### src/rtl/simple_cola_fsm.sv
// Coin-counting vending controller: three single-unit coins buy one cola.
// po_cola pulses for one cycle, registered, when the third coin is sampled.
module simple_cola_fsm (
    input  logic sys_clk,
    input  logic sys_rst_n,
    input  logic pi_money,
    output logic po_cola
);

    typedef enum logic [2:0] {
        IDLE = 3'b001,
        ONE  = 3'b010,
        TWO  = 3'b100
    } state_t;

    state_t state_r;
    state_t state_s;
    logic   cola_s;
    logic   po_cola_r;

    // Next-state and dispense decode; illegal encodings fall back to IDLE without a sale
    always_comb begin
        state_s = state_r;
        cola_s  = 1'b0;
        case (state_r)
            IDLE: begin
                if (pi_money) begin
                    state_s = ONE;
                end else begin
                    state_s = IDLE;
                end
            end
            ONE: begin
                if (pi_money) begin
                    state_s = TWO;
                end else begin
                    state_s = ONE;
                end
            end
            TWO: begin
                if (pi_money) begin
                    state_s = IDLE;
                    cola_s  = 1'b1;
                end else begin
                    state_s = TWO;
                end
            end
            default: begin
                state_s = IDLE;
                cola_s  = 1'b0;
            end
        endcase
    end

    // State register
    always_ff @(posedge sys_clk or negedge sys_rst_n) begin
        if (!sys_rst_n) begin
            state_r <= IDLE;
        end else begin
            state_r <= state_s;
        end
    end

    // Registered dispense pulse, so pi_money never reaches po_cola combinationally
    always_ff @(posedge sys_clk or negedge sys_rst_n) begin
        if (!sys_rst_n) begin
            po_cola_r <= 1'b0;
        end else begin
            po_cola_r <= cola_s;
        end
    end

    assign po_cola = po_cola_r;

endmodule

### config.mk
export PLATFORM = sky130hd
export DESIGN_NAME = simple_cola_fsm
export DESIGN_NICKNAME = d
export VERILOG_FILES = /design/src/rtl/simple_cola_fsm.sv
export SDC_FILE = /design/constraint.sdc
export NUM_CORES = 1
export LEC_CHECK = 0
export ABC_AREA = 1
export BUFFER_PORTS_ARGS = -buffer_cell sky130_fd_sc_hd__buf_2
export CAP_MARGIN = 10
export CORE_AREA = 5 5 42 44
export DETAILED_ROUTE_END_ITERATION = 10
export DIE_AREA = 0 0 47 49
export GPL_ROUTABILITY_DRIVEN = 1
export GPL_TIMING_DRIVEN = 0
export RECOVER_POWER = 100
export SLEW_MARGIN = 20
export SYNTH_ARGS = -nofsm -noshare
export SYNTH_HDL_FRONTEND = slang
export SYNTH_SLANG_ARGS = --single-unit
### constraint.sdc
create_clock -name sys_clk -period 1.9 [get_ports sys_clk]
set_clock_uncertainty 0.15 [all_clocks]
set_input_delay 0.095 -clock sys_clk [delete_from_list [all_inputs] [get_ports sys_clk]]
set_output_delay 0.095 -clock sys_clk [all_outputs]
set_load 0.03 [all_outputs]
==> flow_summary.toml, run 1 <==
[pwr]
p_sw_frac = 0.353
p_leak_nw = 0.142
p_clk_frac = 0.327
p_seq_frac = 0.396
power.internal_w = 0.000238
power_density_nw_per_um2 = 1350
irDropWorstVdd_mv = 0.477
combPwrFrac = 0.277
switchingPower_w = 0.000130

[critical_path]
reg2reg_from = "state_r[0]"
crit_family = "flip-flops"
path_max_fanout = 5
crit_required_ns = 1.93
slowest_delay_ns = 0.59
crit_path_start_kind = "register"
path_cells = "nor2_1, nand3_1, nand2_1, inv_1, nand2_1"
path_common_cell = "nand2_1"
worst_path_max_delay_cell = "dfstp_1"
crit_start = "state_r[0]"
end_kind = "register"
criticalPathCategory = "reg2reg"
path_buf_inv = 1
arrival_ns = 1.15

[sta]
grt_setup_unrepaired = "false"
maxSlewViolCount = 0
final_hold_viol_count = 0
tns_ns = 0
tightestPinTransition_ns = 0.372
slew_headroom = 0.753
final.min_clock_period_ns = 1.12
fin_crit_sh = 0.590
fmax_mhz = 893
finalSetupViolations = 0
hold_ws_ns = 0.0533

[route]
ant_nets = 0
vias = 181
drt_first_pass_iters = 1
wl_per_cell_um = 7.26
via_per_inst = 3.62
drtIter0Drc = 0
remaining_drc_errors = 0
totalWireLength_um = 363

[final_layout]
stdcell_count = 50
areaGrowthSynthToFinish_pct = 40.9
drive_gt1_frac = 0.147
fin_area_um2 = 272
antenna_cells = 0
fin_nets = 38
nFillCells = 162

[floorplan]
die_w_um = 47
num_io_pins = 4
fp-row-count = 14
die_y_um = 49
die_area_um2 = 2300
core_area_um2 = 1400
initial_core_util = 0.138

[min_path]
hp-class = "in2async"

[placement]
port_buffers = 3
dp_hpwl_um = 266
place.gp.congestion = 0.731
dp_cells = 44
placed_cell_area_um2 = 228

[synthesis]
postSynthAreaPerCell_um2 = 7.71
synth_top_area_frac = 0.390
synth-seq-area-share = 0.526
synth_area_um2 = 193
netlist_top_cells_area = "dfrtp_1, dfstp_2, nand2_1"
synth_fp_nets = 28
synth.distinct_cells = 8
yosys_warnings = 0
synth_area_leader_cell = "dfrtp_1"
synth_seq_cells = 4
syn_inst = 25

[clocking]
clk_latency_ns = 0.24
cts_tree = "built"
clkTransAtPathRegs_ns = 0.04
numCtsBuffers = 3
clkSinkCount = 4
post_cts_resize_count = 0
h-tree-depth = 1
root_buffer = "clkbuf_4"
ctsHoldBuffers = 2
post-cts-setup-buffers = 0
clk_path_buf_depth = 2

[job]
maxCapViolations = 0

[global_routing]
grt_first_pass_wirelength_um = 662
grt_max_degree = 6
gr-usage-all-layers = 0.0508
overflow = 0
antenna_found_initial = 0
grt_pass1_vias = 168

[status]
status = "completed"
## final timing paths
kind / endpoint / slack [ns] / cells after the start
worst max-delay path: state_r[0] / 0.78 / 5
worst max register to register: state_r[0] / 0.78 / 5
max in group asynchronous: state_r[0] / 1.30 / 2
worst min-delay path: state_r[2] / 0.05 / 2
min in group sys_clk: po_cola / 0.44 / 3
worst min register to register: po_cola / 0.44 / 3
## worst reg2reg max path, cell delays in order, from the launching register on
cell and delay, ns:
dfstp_1 0.59, nor2_1 0.08, nand3_1 0.10, nand2_1 0.06
inv_1 0.05, nand2_1 0.04
## state kept, by name, summed over array words and instances (netlist names)
| signal | count |
|---|---|
| po_cola | 1 |
| state_r | 3 |
## cell usage after synthesis, drive strengths merged
library cell,instances
nand2,7
nand3,3
nor3,1
dfstp,1
o21ai,2
dfrtp,3
inv,5
nor2,3
## layout make-up
class	count	area [um2]	share of cell area
inverter	5	18.8	0.0691
sequential	4	101	0.373
multi-input combinational	16	72.6	0.267
clock buffer	4	26.3	0.0968
tap	16	20.0	0.0737
timing repair buffer	5	32.5	0.120
## cells by family (layout without fill, tap and decap cells)
kind of cell / Yosys count / count (layout) / share of synthesized area
and+or+nand+nor: 14 / 14 / 0.325
AOI/OAI and AO/OA: 2 / 2 / 0.0520
DFF: 4 / 4 / 0.526
buffers and inverters: 5 / 14 / 0.0974
## stage by stage
step                setup WS (ns)  power (W)   util
floorplan                   0.885   0.000231      -
global placement            0.826   0.000252  0.163
detailed placement          0.826   0.000253  0.163
CTS                         0.821   0.000383  0.196
global route                0.713   0.000407  0.194
finish                      0.780   0.000368  0.194
## cells in the final DEF (no fill, tap or decap)
master,Yosys,final
clkbuf_1,0,3
dlygate4sd3_1,0,2
dfstp_1,0,1
inv_1,5,5
nor2_1,3,3
nand3_1,3,3
buf_2,0,1
o21ai_0,0,2
nand2_1,7,7
clkbuf_4,0,3
dfrtp_1,3,3
nor3_2,1,1
## per-layer routing
| metal | wire, um | global-route usage |
|---|---|---|
| met1 | 151 | 0.0419 |
| met2 | 141 | 0.0430 |
| met3 | 50 | 0.0701 |
| met4 | 19 | 0.0691 |
| met5 | 0 | 0 |
## power groups by stage
stage / logic, W / clock network, W / registers (W)
5_1_grt: 0.000119 / 0.000137 / 0.000151
3_3_place_gp: 0.000102 / 0 / 0.000151
6_report: 0.000102 / 0.000120 / 0.000146
3_5_place_dp: 0.000103 / 0 / 0.000150
4_1_cts: 0.000107 / 0.000128 / 0.000149
2_1_floorplan: 0.0000840 / 0 / 0.000147
No activity file was read; power rests on OpenSTA's default activity.
==> inputs of run 2 (changes only) <==
==> constraint.sdc (replaced) <==
create_clock -name sys_clk -period 0.9 [get_ports sys_clk]
set_clock_uncertainty 0.15 [all_clocks]
set_input_delay 0.045 -clock sys_clk [delete_from_list [all_inputs] [get_ports sys_clk]]
set_output_delay 0.045 -clock sys_clk [all_outputs]
set_load 0.03 [all_outputs]
==> run 2 against run 1 <==
  * The run now ends with negative hold slack, negative setup slack left
  * Total power up 120%
  * Worst hold slack worse by 0.16 ns
  * Die area did not move
  * Clock-buffer cell count unchanged
  * Flip-flop and latch count is the same
  * Non-clock buffer count down 1
  * Critical endpoint unchanged
  * Largest cell class unchanged
  * Highest routed layer is now met3
==> flow_summary.toml, run 2 (synthesis gave the netlist of run 1 again) <==
[final_layout]
fin_util = 0.198
ff_latch_area_um2 = 103
areaGrowthSynthToFinish_pct = 44.2
regMostFlops = "state_r"
final_common_cell = "nand2_1"
stdcell_count = 49
nFillCells = 170
largest_reg_flops = 3
drive_gt1_frac = 0.333
fin_nets = 37
antenna_cells = 0
layout_common_cells = "nand2_1, inv_1, clkbuf_4"
multi_input_area_um2 = 80.1

[critical_path]
end_kind = "register"
crit_required_ns = 0.91
r2r-end = "state_r[0]"
arrival_ns = 1.08
crit_end = "state_r[0]"
crit_path_start_kind = "register"
rr_worst_depth = 5
path_max_fanout = 5
reg2reg_from = "state_r[0]"
criticalPathCategory = "reg2reg"
rrSetupSlack_ns = -0.17
crit_start = "state_r[0]"

[pwr]
switchingPower_w = 0.000299
p_seq_frac = 0.412
p_leak_nw = 0.139
p_clk_frac = 0.297
p_sw_frac = 0.363
power.internal_w = 0.000524
combPwrFrac = 0.292
p_total_w = 0.000823
power_density_nw_per_um2 = 2960
irDropWorstVdd_mv = 0.869

[floorplan]
initial_core_util = 0.138
fp-row-count = 14
die_y_um = 49
die_area_um2 = 2300
die_w_um = 47
num_io_pins = 4
core_area_um2 = 1400

[sta]
grt_setup_unrepaired = "true"
tightestPinTransition_ns = 0.209
setup_slack_ns = -0.168
fin_crit_sh = 1.19
maxSlewViolCount = 0
finalSetupViolations = 5
fmax_mhz = 936
final.min_clock_period_ns = 1.07
hold_ws_ns = -0.111
slew_headroom = 0.861
final_hold_viol_count = 3

[placement]
dp_hpwl_um = 305
place.gp.congestion = 0.824
port_buffers = 3
dp_cells = 44
pre_cts_ws_ns = -0.178

[clocking]
clk_path_buf_depth = 2
numCtsBuffers = 3
clkSinkCount = 4
clkTransAtPathRegs_ns = 0.04
h-tree-depth = 1
clk_latency_ns = 0.24
cts_tree = "built"
post-cts-setup-buffers = 0
root_buffer = "clkbuf_4"
ctsHoldBuffers = 1

[route]
remaining_drc_errors = 0
drt_first_pass_iters = 5
drtIter0Drc = 9
vias = 173
via_per_inst = 3.53
wl_per_cell_um = 8.39
totalWireLength_um = 411
ant_nets = 0

[global_routing]
antenna_found_initial = 0
grt_pass1_vias = 171
overflow = 0
grt_max_degree = 6
gr-usage-all-layers = 0.0501
grt_first_pass_wirelength_um = 676

[min_path]
worstHoldStart = "pi_money"
hp-class = "in2reg"

[status]
violations = "negative hold slack, negative setup slack"
status = "finished, violations left"

[job]
maxCapViolations = 0
-- run 2: layer usage --
metal / vias up / track usage / wire, um
met5: - / 0 / 0
met4: 0 / 0.0553 / 0
met3: 0 / 0.0554 / 51
met2: 8 / 0.0566 / 201
met1: 74 / 0.0419 / 158
li1: 91 / - / -
-- run 2: power by group through the flow --
| stage | clock network, W | logic [W] | registers, W |
|---|---|---|---|
| detailed placement | 0 | 0.000223 | 0.000331 |
| global route | 0.000271 | 0.000285 | 0.000346 |
| global placement | 0 | 0.000219 | 0.000329 |
| CTS | 0.000257 | 0.000242 | 0.000335 |
| finish | 0.000244 | 0.000240 | 0.000339 |
| floorplan | 0 | 0.000181 | 0.000318 |
-- run 2: worst min path at each step --
stage	cells past startpoint	to
after floorplan	0	po_cola
after global placement	1	state_r[2]
after detailed placement	1	po_cola
after CTS	2	state_r[2]
after global routing	2	state_r[2]
final	2	state_r[2]
-- run 2: timing repair --
action | CTS | global route
endpoints found under the hold margin | 8 | 3
pin swaps | 4 | 0
setup endpoints to repair | 5 | 5
resized for setup | 4 | 1
-- run 2: critical path: stages, from the launching register on --
cell,delay [ns]
dfstp_2,0.58
nor2_2,0.07
nand3_2,0.06
nand2_1,0.05
inv_1,0.04
nand2_1,0.05
-- run 2: stage by stage --
| stage | setup TNS [ns] | instance area, um2 |
|---|---|---|
| finish | -0.567 | 278 |
| global route | -0.828 | 278 |
| CTS | -0.581 | 278 |
| detailed placement | -0.556 | 230 |
| global placement | -0.516 | 230 |
| floorplan | -0.310 | 195 |
-- run 2: layout make-up --
| class | count | area share |
|---|---|---|
| Inverter | 5 | 0.0676 |
| Tap cell | 16 | 0.0721 |
| Timing Repair Buffer | 4 | 0.108 |
| Multi-Input combinational cell | 16 | 0.288 |
| Clock buffer | 4 | 0.0946 |
| Sequential cell | 4 | 0.369 |
==> inputs of run 3 (changes only) <==
--- a/config.mk
+++ b/config.mk
@@ -8,9 +8,9 @@
 export ABC_AREA = 1
 export BUFFER_PORTS_ARGS = -buffer_cell sky130_fd_sc_hd__buf_2
 export CAP_MARGIN = 10
-export CORE_AREA = 5 5 42 44
+export CORE_AREA = 2 2 39 41
 export DETAILED_ROUTE_END_ITERATION = 10
-export DIE_AREA = 0 0 47 49
+export DIE_AREA = 0 0 41 43
 export GPL_ROUTABILITY_DRIVEN = 1
 export GPL_TIMING_DRIVEN = 0
 export RECOVER_POWER = 100
==> run 3 against run 2 <==
  * The run still ends with negative hold slack, negative setup slack left
  * Maximum frequency down 0.36%
  * Non-clock buffer count is the same
  * Via count grew 6.4%
  * Clock-buffer cell count did not move
  * Critical path type unchanged
==> flow_summary.toml, run 3 (synthesis gave the netlist of run 1 again) <==
[floorplan]
die_area_um2 = 1760
die_y_um = 43
die_w_um = 41
fp-row-count = 14
initial_core_util = 0.139
core_area_um2 = 1380
num_io_pins = 4

[route]
vias = 184
ant_nets = 0
totalWireLength_um = 377
via_per_inst = 3.76
drtIter0Drc = 7
remaining_drc_errors = 0
drt_first_pass_iters = 3
wl_per_cell_um = 7.69

[critical_path]
crit_required_ns = 0.92
reg2reg_from = "state_r[0]"
crit_family = "flip-flops"
path_buf_inv = 1
path_max_fanout = 5
crit_path_start_kind = "register"
worst_path_max_delay_cell = "dfstp_2"
end_kind = "register"
criticalPathCategory = "reg2reg"
path_cells = "nor2_2, nand3_2, nand2_1, inv_1, nand2_1"
path_common_cell = "nand2_1"
rr_worst_depth = 5
slowest_delay_ns = 0.58
rrSetupSlack_ns = -0.17
r2r-end = "state_r[0]"
arrival_ns = 1.09

[global_routing]
use_met2 = 0.0688
overflow = 0
grt_max_degree = 6
grt_use_met1 = 0.0714
gr-usage-all-layers = 0.0624
grt-busiest-layer = "met1"
antenna_found_initial = 0
grt_first_pass_wirelength_um = 655
grt_pass1_vias = 174
grtUsageMet3 = 0.0628

[pwr]
p_seq_frac = 0.398
p_total_w = 0.000832
combPwrFrac = 0.306
irDropWorstVdd_mv = 1.36
power_density_nw_per_um2 = 2960
p_leak_nw = 0.145
p_sw_frac = 0.365
p_clk_frac = 0.296
switchingPower_w = 0.000304
power.internal_w = 0.000529

[status]
status = "finished, violations left"
violations = "negative hold slack, negative setup slack"

[sta]
final_hold_viol_count = 3
maxSlewViolCount = 0
tns_ns = -0.613
fmax_mhz = 933
tightestPinTransition_ns = 0.201
fin_crit_sh = 1.19
setup_slack_ns = -0.172
slew_headroom = 0.866
grt_setup_unrepaired = "true"
hold_ws_ns = -0.110
finalSetupViolations = 5
final.min_clock_period_ns = 1.07

[placement]
port_buffers = 3
dp_hpwl_um = 260
pre_cts_ws_ns = -0.166
place.gp.congestion = 0.726
dp_cells = 44

[clocking]
clkTransAtPathRegs_ns = 0.04
post-cts-setup-buffers = 0
root_buffer = "clkbuf_4"
ctsHoldBuffers = 1
clk_latency_ns = 0.24
numCtsBuffers = 3
clkSinkCount = 4
h-tree-depth = 1
cts_tree = "built"
clk_path_buf_depth = 2

[final_layout]
layout_common_cells = "nand2_1, inv_1, clkbuf_4, dfrtp_1"
drive_gt1_frac = 0.303
areaGrowthSynthToFinish_pct = 46.1
final_common_cell = "nand2_1"
fin_nets = 37
stdcell_count = 49
antenna_cells = 0
largest_reg_flops = 3
regMostFlops = "state_r"

[min_path]
hp-class = "in2reg"
hold_end = "state_r[2]"
worstHoldStart = "pi_money"
holdPathStages = 2

[job]
maxCapViolations = 0
==> run 3: layout make-up <==
type	instances	area [um2]
timing repair buffer	4	30.0
multi-input combinational	16	85.1
inverter	5	18.8
tap	16	20.0
sequential	4	101
clock buffer	4	26.3
fill	155	1100
==> run 3: repair_timing <==
item,in CTS,in global routing
setup endpoints to repair,5,5
endpoints found under the hold margin,8,5
pin swaps,5,0
gates resized for setup,3,1
==> run 3: stage by stage <==
stage | utilization | cell area (um2) | hold slack, ns
floorplan | - | 195 | -0.401
global placement | 0.166 | 230 | -0.300
detailed placement | 0.166 | 230 | -0.298
CTS | 0.201 | 278 | -0.117
global route | 0.203 | 282 | -0.124
finish | 0.203 | 282 | -0.110
==> run 3: worst max path at each step <==
stage,from,endpoint,slack [ns],cells past startpoint
6_report,state_r[0],state_r[0],-0.17,5
5_1_grt,state_r[0],state_r[0],-0.23,5
4_1_cts,state_r[0],state_r[0],-0.16,5
3_5_place_dp,state_r[0],state_r[0],-0.17,5
3_3_place_gp,state_r[0],state_r[0],-0.16,5
2_1_floorplan,state_r[0],state_r[0],-0.11,5
==> run 3: layer usage <==
metal / up-vias / wire (um)
li1: 93 / -
met1: 83 / 173
met2: 8 / 166
met3: 0 / 37
met4: 0 / 0
met5: - / 0
==> run 3: worst reg2reg max path, delay by kind of cell, from the launching register on <==
kind | cells | cell delay (ns)
buffers and inverters | 1 | 0.04
DFF | 1 | 0.58
and+or+nand+nor | 4 | 0.25
==> run 3: power by group through the flow <==
stage	combinational, W	sequential (W)	clock [W]
finish	0.000255	0.000331	0.000247
global route	0.000305	0.000339	0.000290
CTS	0.000236	0.000329	0.000262
detailed placement	0.000220	0.000329	0
global placement	0.000219	0.000329	0
floorplan	0.000181	0.000318	0
